<file path="src/rtl/piso_bit_streamer_if.sv">
// Handshake and serial-output bundle for the PISO bit streamer.
// master: word producer / serial consumer side. slave: the streamer itself.
interface piso_bit_streamer_if #(
    parameter int unsigned WIDTH = 8
) ();

    logic [WIDTH-1:0] data_in;
    logic             load_valid;
    logic             load_ready;
    logic             ser_out;
    logic             ser_valid;
    logic             busy;
    logic             done;

    modport master (
        output data_in,
        output load_valid,
        input  load_ready,
        input  ser_out,
        input  ser_valid,
        input  busy,
        input  done
    );

    modport slave (
        input  data_in,
        input  load_valid,
        output load_ready,
        output ser_out,
        output ser_valid,
        output busy,
        output done
    );

endinterface

</file>
<file path="src/rtl/piso_bit_streamer.sv">
// Parallel-in/serial-out bit streamer: accepts a WIDTH-bit word over a valid/ready
// handshake, shifts it out one bit per clock, then idles for GAP cycles.
// ser_out/ser_valid/busy/done are registered; load_ready is decoded from state.
module piso_bit_streamer #(
    parameter int unsigned WIDTH     = 8,
    parameter bit          LSB_FIRST = 1'b0,
    parameter int unsigned GAP       = 0
) (
    input  logic                 clk,
    input  logic                 reset,
    piso_bit_streamer_if.slave   bus
);

    typedef enum logic [1:0] {
        StIdle,
        StShift,
        StGap
    } state_e;

    localparam logic [4:0] LastBit = 5'(WIDTH - 1);
    localparam bit         HasGap  = (GAP > 0);
    localparam logic [3:0] GapLast = 4'((GAP > 0) ? (GAP - 1) : 0);

    state_e           r_state;
    state_e           w_state_nxt;
    logic [WIDTH-1:0] r_shift;
    logic [WIDTH-1:0] w_shift_nxt;
    logic [4:0]       r_bit_cnt;
    logic [4:0]       w_bit_cnt_nxt;
    logic [3:0]       r_gap_cnt;
    logic [3:0]       w_gap_cnt_nxt;
    logic             r_ser_out;
    logic             w_ser_out_nxt;
    logic             r_ser_valid;
    logic             w_ser_valid_nxt;
    logic             r_busy;
    logic             w_busy_nxt;
    logic             r_done;
    logic             w_done_nxt;

    logic             w_last_bit;
    logic             w_load_ready;
    logic             w_accept;
    logic             w_do_load;
    logic             w_first_bit;
    logic [WIDTH-1:0] w_shifted;
    logic             w_next_bit;

    // Handshake decode; with no gap the last-bit cycle also takes the next word.
    always_comb begin
        w_last_bit   = (r_state == StShift) && (r_bit_cnt == LastBit);
        w_load_ready = (r_state == StIdle) || (!HasGap && w_last_bit);
        w_accept     = bus.load_valid && w_load_ready;
        w_first_bit  = LSB_FIRST ? bus.data_in[0] : bus.data_in[WIDTH-1];
        w_shifted    = LSB_FIRST ? (r_shift >> 1) : (r_shift << 1);
        w_next_bit   = LSB_FIRST ? w_shifted[0] : w_shifted[WIDTH-1];
    end

    // Next-state and next registered outputs.
    always_comb begin
        w_state_nxt     = r_state;
        w_shift_nxt     = r_shift;
        w_bit_cnt_nxt   = r_bit_cnt;
        w_gap_cnt_nxt   = r_gap_cnt;
        w_ser_out_nxt   = 1'b0;
        w_ser_valid_nxt = 1'b0;
        w_busy_nxt      = 1'b0;
        w_done_nxt      = 1'b0;
        w_do_load       = 1'b0;

        unique case (r_state)
            StIdle: begin
                w_do_load = w_accept;
            end
            StShift: begin
                if (w_last_bit) begin
                    if (HasGap) begin
                        w_state_nxt   = StGap;
                        w_gap_cnt_nxt = 4'd0;
                        w_busy_nxt    = 1'b1;
                    end else if (w_accept) begin
                        w_do_load = 1'b1;
                    end else begin
                        w_state_nxt = StIdle;
                    end
                end else begin
                    w_bit_cnt_nxt   = r_bit_cnt + 5'd1;
                    w_shift_nxt     = w_shifted;
                    w_ser_out_nxt   = w_next_bit;
                    w_ser_valid_nxt = 1'b1;
                    w_busy_nxt      = 1'b1;
                    w_done_nxt      = ((r_bit_cnt + 5'd1) == LastBit);
                end
            end
            StGap: begin
                if (r_gap_cnt == GapLast) begin
                    w_state_nxt = StIdle;
                end else begin
                    w_gap_cnt_nxt = r_gap_cnt + 4'd1;
                    w_busy_nxt    = 1'b1;
                end
            end
            default: begin
                w_state_nxt = StIdle;
            end
        endcase

        // A load presents bit 0 in the very next cycle; WIDTH >= 2 so it is never last.
        if (w_do_load) begin
            w_state_nxt     = StShift;
            w_shift_nxt     = bus.data_in;
            w_bit_cnt_nxt   = 5'd0;
            w_ser_out_nxt   = w_first_bit;
            w_ser_valid_nxt = 1'b1;
            w_busy_nxt      = 1'b1;
            w_done_nxt      = 1'b0;
        end
    end

    // State, counters, shift register and registered outputs.
    always_ff @(posedge clk or negedge reset) begin
        if (!reset) begin
            r_state     <= StIdle;
            r_shift     <= '0;
            r_bit_cnt   <= 5'd0;
            r_gap_cnt   <= 4'd0;
            r_ser_out   <= 1'b0;
            r_ser_valid <= 1'b0;
            r_busy      <= 1'b0;
            r_done      <= 1'b0;
        end else begin
            r_state     <= w_state_nxt;
            r_shift     <= w_shift_nxt;
            r_bit_cnt   <= w_bit_cnt_nxt;
            r_gap_cnt   <= w_gap_cnt_nxt;
            r_ser_out   <= w_ser_out_nxt;
            r_ser_valid <= w_ser_valid_nxt;
            r_busy      <= w_busy_nxt;
            r_done      <= w_done_nxt;
        end
    end

    assign bus.load_ready = w_load_ready;
    assign bus.ser_out    = r_ser_out;
    assign bus.ser_valid  = r_ser_valid;
    assign bus.busy       = r_busy;
    assign bus.done       = r_done;

endmodule

</file>
<file path="src/flat_wrapper.sv">
// flat-port wrapper written by rule: the top's interface ports become plain ports
module piso_bit_streamer_flat 
#(
    parameter int unsigned WIDTH     = 8,
    parameter bit          LSB_FIRST = 1'b0,
    parameter int unsigned GAP       = 0
)
  (clk, reset, bus_data_in, bus_load_valid, bus_load_ready, bus_ser_out, bus_ser_valid, bus_busy, bus_done);
  piso_bit_streamer_if #(.WIDTH(WIDTH)) bus_i ();
  input  logic clk;
  input  logic reset;
  input wire logic [$bits(bus_i.data_in)-1:0] bus_data_in;
  input wire logic [$bits(bus_i.load_valid)-1:0] bus_load_valid;
  output wire logic [$bits(bus_i.load_ready)-1:0] bus_load_ready;
  output wire logic [$bits(bus_i.ser_out)-1:0] bus_ser_out;
  output wire logic [$bits(bus_i.ser_valid)-1:0] bus_ser_valid;
  output wire logic [$bits(bus_i.busy)-1:0] bus_busy;
  output wire logic [$bits(bus_i.done)-1:0] bus_done;
  assign bus_i.data_in = bus_data_in;
  assign bus_i.load_valid = bus_load_valid;
  assign bus_load_ready = bus_i.load_ready;
  assign bus_ser_out = bus_i.ser_out;
  assign bus_ser_valid = bus_i.ser_valid;
  assign bus_busy = bus_i.busy;
  assign bus_done = bus_i.done;
  piso_bit_streamer #(.WIDTH(WIDTH), .LSB_FIRST(LSB_FIRST), .GAP(GAP)) u_core (.clk(clk), .reset(reset), .bus(bus_i));
endmodule
</file>
<file path="config.mk">
export PLATFORM = sky130hd
export DESIGN_NAME = piso_bit_streamer_flat
export DESIGN_NICKNAME = d
export VERILOG_FILES = /design/src/rtl/piso_bit_streamer_if.sv /design/src/rtl/piso_bit_streamer.sv /design/src/flat_wrapper.sv
export SDC_FILE = /design/constraint.sdc
export NUM_CORES = 1
export LEC_CHECK = 0
export CORE_ASPECT_RATIO = 1.25
export CORE_UTILIZATION = 35
export DETAILED_ROUTE_END_ITERATION = 8
export SLEW_MARGIN = 20
export SYNTH_ARGS = -nofsm -noshare
export SYNTH_HDL_FRONTEND = slang
export SYNTH_SLANG_ARGS = --single-unit
export TNS_END_PERCENT = 100
</file>
<file path="constraint.sdc">
create_clock -name clk -period 1.41 [get_ports clk]
set_input_delay 0.3525 -clock clk [delete_from_list [all_inputs] [get_ports clk]]
set_output_delay 0.3525 -clock clk [all_outputs]
set_load 0.03 [all_outputs]
</file>
==> flow_metrics.env <==
export IMPL_finalCritPeriodShare=1.29
export IMPL_seqPwrFrac=0.323
export IMPL_grt_pass1_vias=721
export IMPL_area_growth_pct=48.4
export IMPL_syn_area_um2=802
export IMPL_ctsHtreeMaxLevel=1
export IMPL_routed_wl_mm=1.65
export IMPL_vdd_ir_drop_max_uv=1270
export IMPL_final_cell_mix="dfrtp_1 (16), buf_4 (15), clkdlybuf4s50_1 (10)"
export IMPL_n_antenna_cell=0
export IMPL_viasPerCell=4.85
export IMPL_die_h_um=55.5
export IMPL_holdWs_ps=375
export IMPL_via_count=665
export IMPL_relSlewSlack=0.803
export IMPL_finalCriticalPeriod_ps=1820
export IMPL_total_power_w=0.00233
export IMPL_powerDensity_nw_per_um2=1960
export IMPL_fp_coreArea_um2=2190
export IMPL_end_kind="output pin"
export IMPL_avgSynthCellArea_um2=10.7
export IMPL_ys_ff_latch=16
export IMPL_drc_errors=0
export IMPL_antenna_found_initial=0
export IMPL_holdBufCountCts=0
export IMPL_finalHoldViolCount=0
export IMPL_start_util=0.367
export IMPL_max_cap_violations=0
export IMPL_cts_buffers=3
export IMPL_met1_usage=0.196
export IMPL_gp_congestion=0.700
export IMPL_leakage_nw=0.538
export IMPL_fillers=209
export IMPL_syn_inst=75
export IMPL_final_common_cell="dfrtp_1"
export IMPL_clockPowerShare=0.106
export IMPL_outcome="finished, violations left"
export IMPL_combPwrFrac=0.571
export IMPL_fmax_mhz=551
export IMPL_ctsRootBufferMaster="clkbuf_4"
export IMPL_numClockSinks=16
export IMPL_grt_usage=0.161
export IMPL_busiest_layer="met2"
export IMPL_yosys_warnings=0
export IMPL_io_buffers=15
export IMPL_skew_ps=7.08
export IMPL_grt_max_degree=17
export IMPL_antenna_left=0
export IMPL_p_int_w=0.00143
export IMPL_ios=16
export IMPL_wl_per_cell_um=12.1
export IMPL_clk_pin_slew_ps=100
export IMPL_setup_viol_count_final=9
export IMPL_tritoncts="done"
export IMPL_synthArstFlopShare=1.00
export IMPL_grt_use_met3=0.0327
export IMPL_hpwl_mm=1.22
export IMPL_row_count=19
export IMPL_synth_edf_count=0
export IMPL_worstMarginPinSlew_ps=296
export IMPL_power_switching_w=0.000899
export IMPL_grt_setup_unrepaired="true"
export IMPL_drive_gt1_frac=0.330
export IMPL_hold_path_class="in2async"
export IMPL_crit_arrival_ps=1460
export IMPL_grtUsageMet2=0.271
export IMPL_fin_nets=121
export IMPL_final_max_slew_viol_count=0
export IMPL_dieArea_um2=2490
export IMPL_cp_max_fo=3
export IMPL_ys_seq_area_frac=0.499
export IMPL_synth_cell_types=31
export IMPL_grt_pass1_wl_mm=2.97
export IMPL_clk_path_buf_depth=2
export IMPL_initialDrtViolationCount=5
export IMPL_ys_flop_type="dfrtp_1"
export IMPL_dr_pass1_iters=2
export IMPL_syn_num_nets=88
export IMPL_die_w_um=44.8
export IMPL_fin_ws_ps=-406
export IMPL_critPathRequiredTime_ps=1060
export IMPL_cp_start_kind="flop"
export IMPL_swShare=0.385
export IMPL_gr_total_overflow=0
export IMPL_clk_latency_ps=290
export IMPL_fin_util=0.544
export IMPL_violations="setup timing"
export IMPL_critPathKind="reg2out"
[timing repair]
item | 4_1_cts | 5_1_grt
buffers inserted | 0 | 1
pin swaps | 0 | 6
endpoints found under the setup margin | 10 | 17
resized for setup | 5 | 19
hold endpoints to repair | 0 | 0
[per-layer routing]
layer | share of wire | wire, um
met1 | 0.43 | 705
met2 | 0.50 | 835
met3 | 0.038 | 63
met4 | 0.030 | 50
met5 | 0 | 0
[metrics by stage]
stage	worst slack (ps)	instance area, um2	TNS, ps	cells
floorplan	-99.4	813	-208	75
detailed placement	-64.9	1090	-391	133
CTS	-400	1120	-497	136
global placement	-47.0	1090	-273	133
finish	-406	1190	-1040	137
global route	-492	1190	-2050	137
[worst paths after layout]
check	from	to	slack [ps]	depth (start not counted)
min	reset	u_core.bus.done	380	2
max	u_core.r_bit_cnt[0]	bus_load_ready	-410	5
max reg2reg	u_core.r_bit_cnt[0]	u_core.r_bit_cnt[3]	-150	6
min in group clk	u_core.r_shift[6]	u_core.bus.ser_out	520	2
min reg2reg	u_core.r_shift[6]	u_core.bus.ser_out	520	2
max in group asynchronous	reset	u_core.r_bit_cnt[4]	850	2
[cells in the mapped netlist, drive strengths merged (2+ instances only)]
library cell  number  area (um2)
nor2               3        18.8
nor3               8        40.0
nand2              2        7.51
mux2i              9        90.1
buf                3        20.0
inv                5        18.8
dfrtp             16         400
a31oi              2        12.5
o21ai              2        13.8
ha                 2        25.0
a21oi              7        35.0
[cell families after synthesis]
| logic type | count (synthesis) | synth area share |
|---|---|---|
| simple gates | 22 | 0.167 |
| flops | 16 | 0.499 |
| compound gates | 15 | 0.120 |
| buf+inv | 10 | 0.0593 |
| mux | 9 | 0.112 |
| fa+ha+maj | 2 | 0.0312 |
| xor+xnor | 1 | 0.0109 |
[state kept, by name (all words and copies together), names as in the netlist]
| signal | flops |
|---|---|
| u_core.r_shift | 7 |
| u_core.bus.done | 1 |
| u_core.r_bit_cnt | 5 |
| u_core.bus.busy | 1 |
| u_core.r_state | 1 |
| u_core.bus.ser_out | 1 |
[critical path, stage by stage (launching register included)]
cell and delay (ps):
dfrtp_1 400, ha_2 190, and4bb_2 250, nor2_4 160
inv_6 40, buf_6 130
[power by group through the flow]
stage	registers [W]	logic, W	clock network [W]
6_report	0.000753	0.00133	0.000248
5_1_grt	0.000777	0.00147	0.000281
4_1_cts	0.000737	0.00119	0.000256
3_5_place_dp	0.000750	0.00120	0
3_3_place_gp	0.000748	0.00118	0
2_1_floorplan	0.000845	0.000657	0
[area by class of cell]
cell class,count,area [um2],share of cell area
Multi-Input combinational cell,49,405,0.341
Sequential cell,16,400,0.336
Clock buffer,3,22.5,0.0189
Timing Repair Buffer,32,295,0.248
Inverter,6,27.5,0.0231
Tap cell,31,38.8,0.0326
No activity file was read; power rests on OpenSTA's default activity.
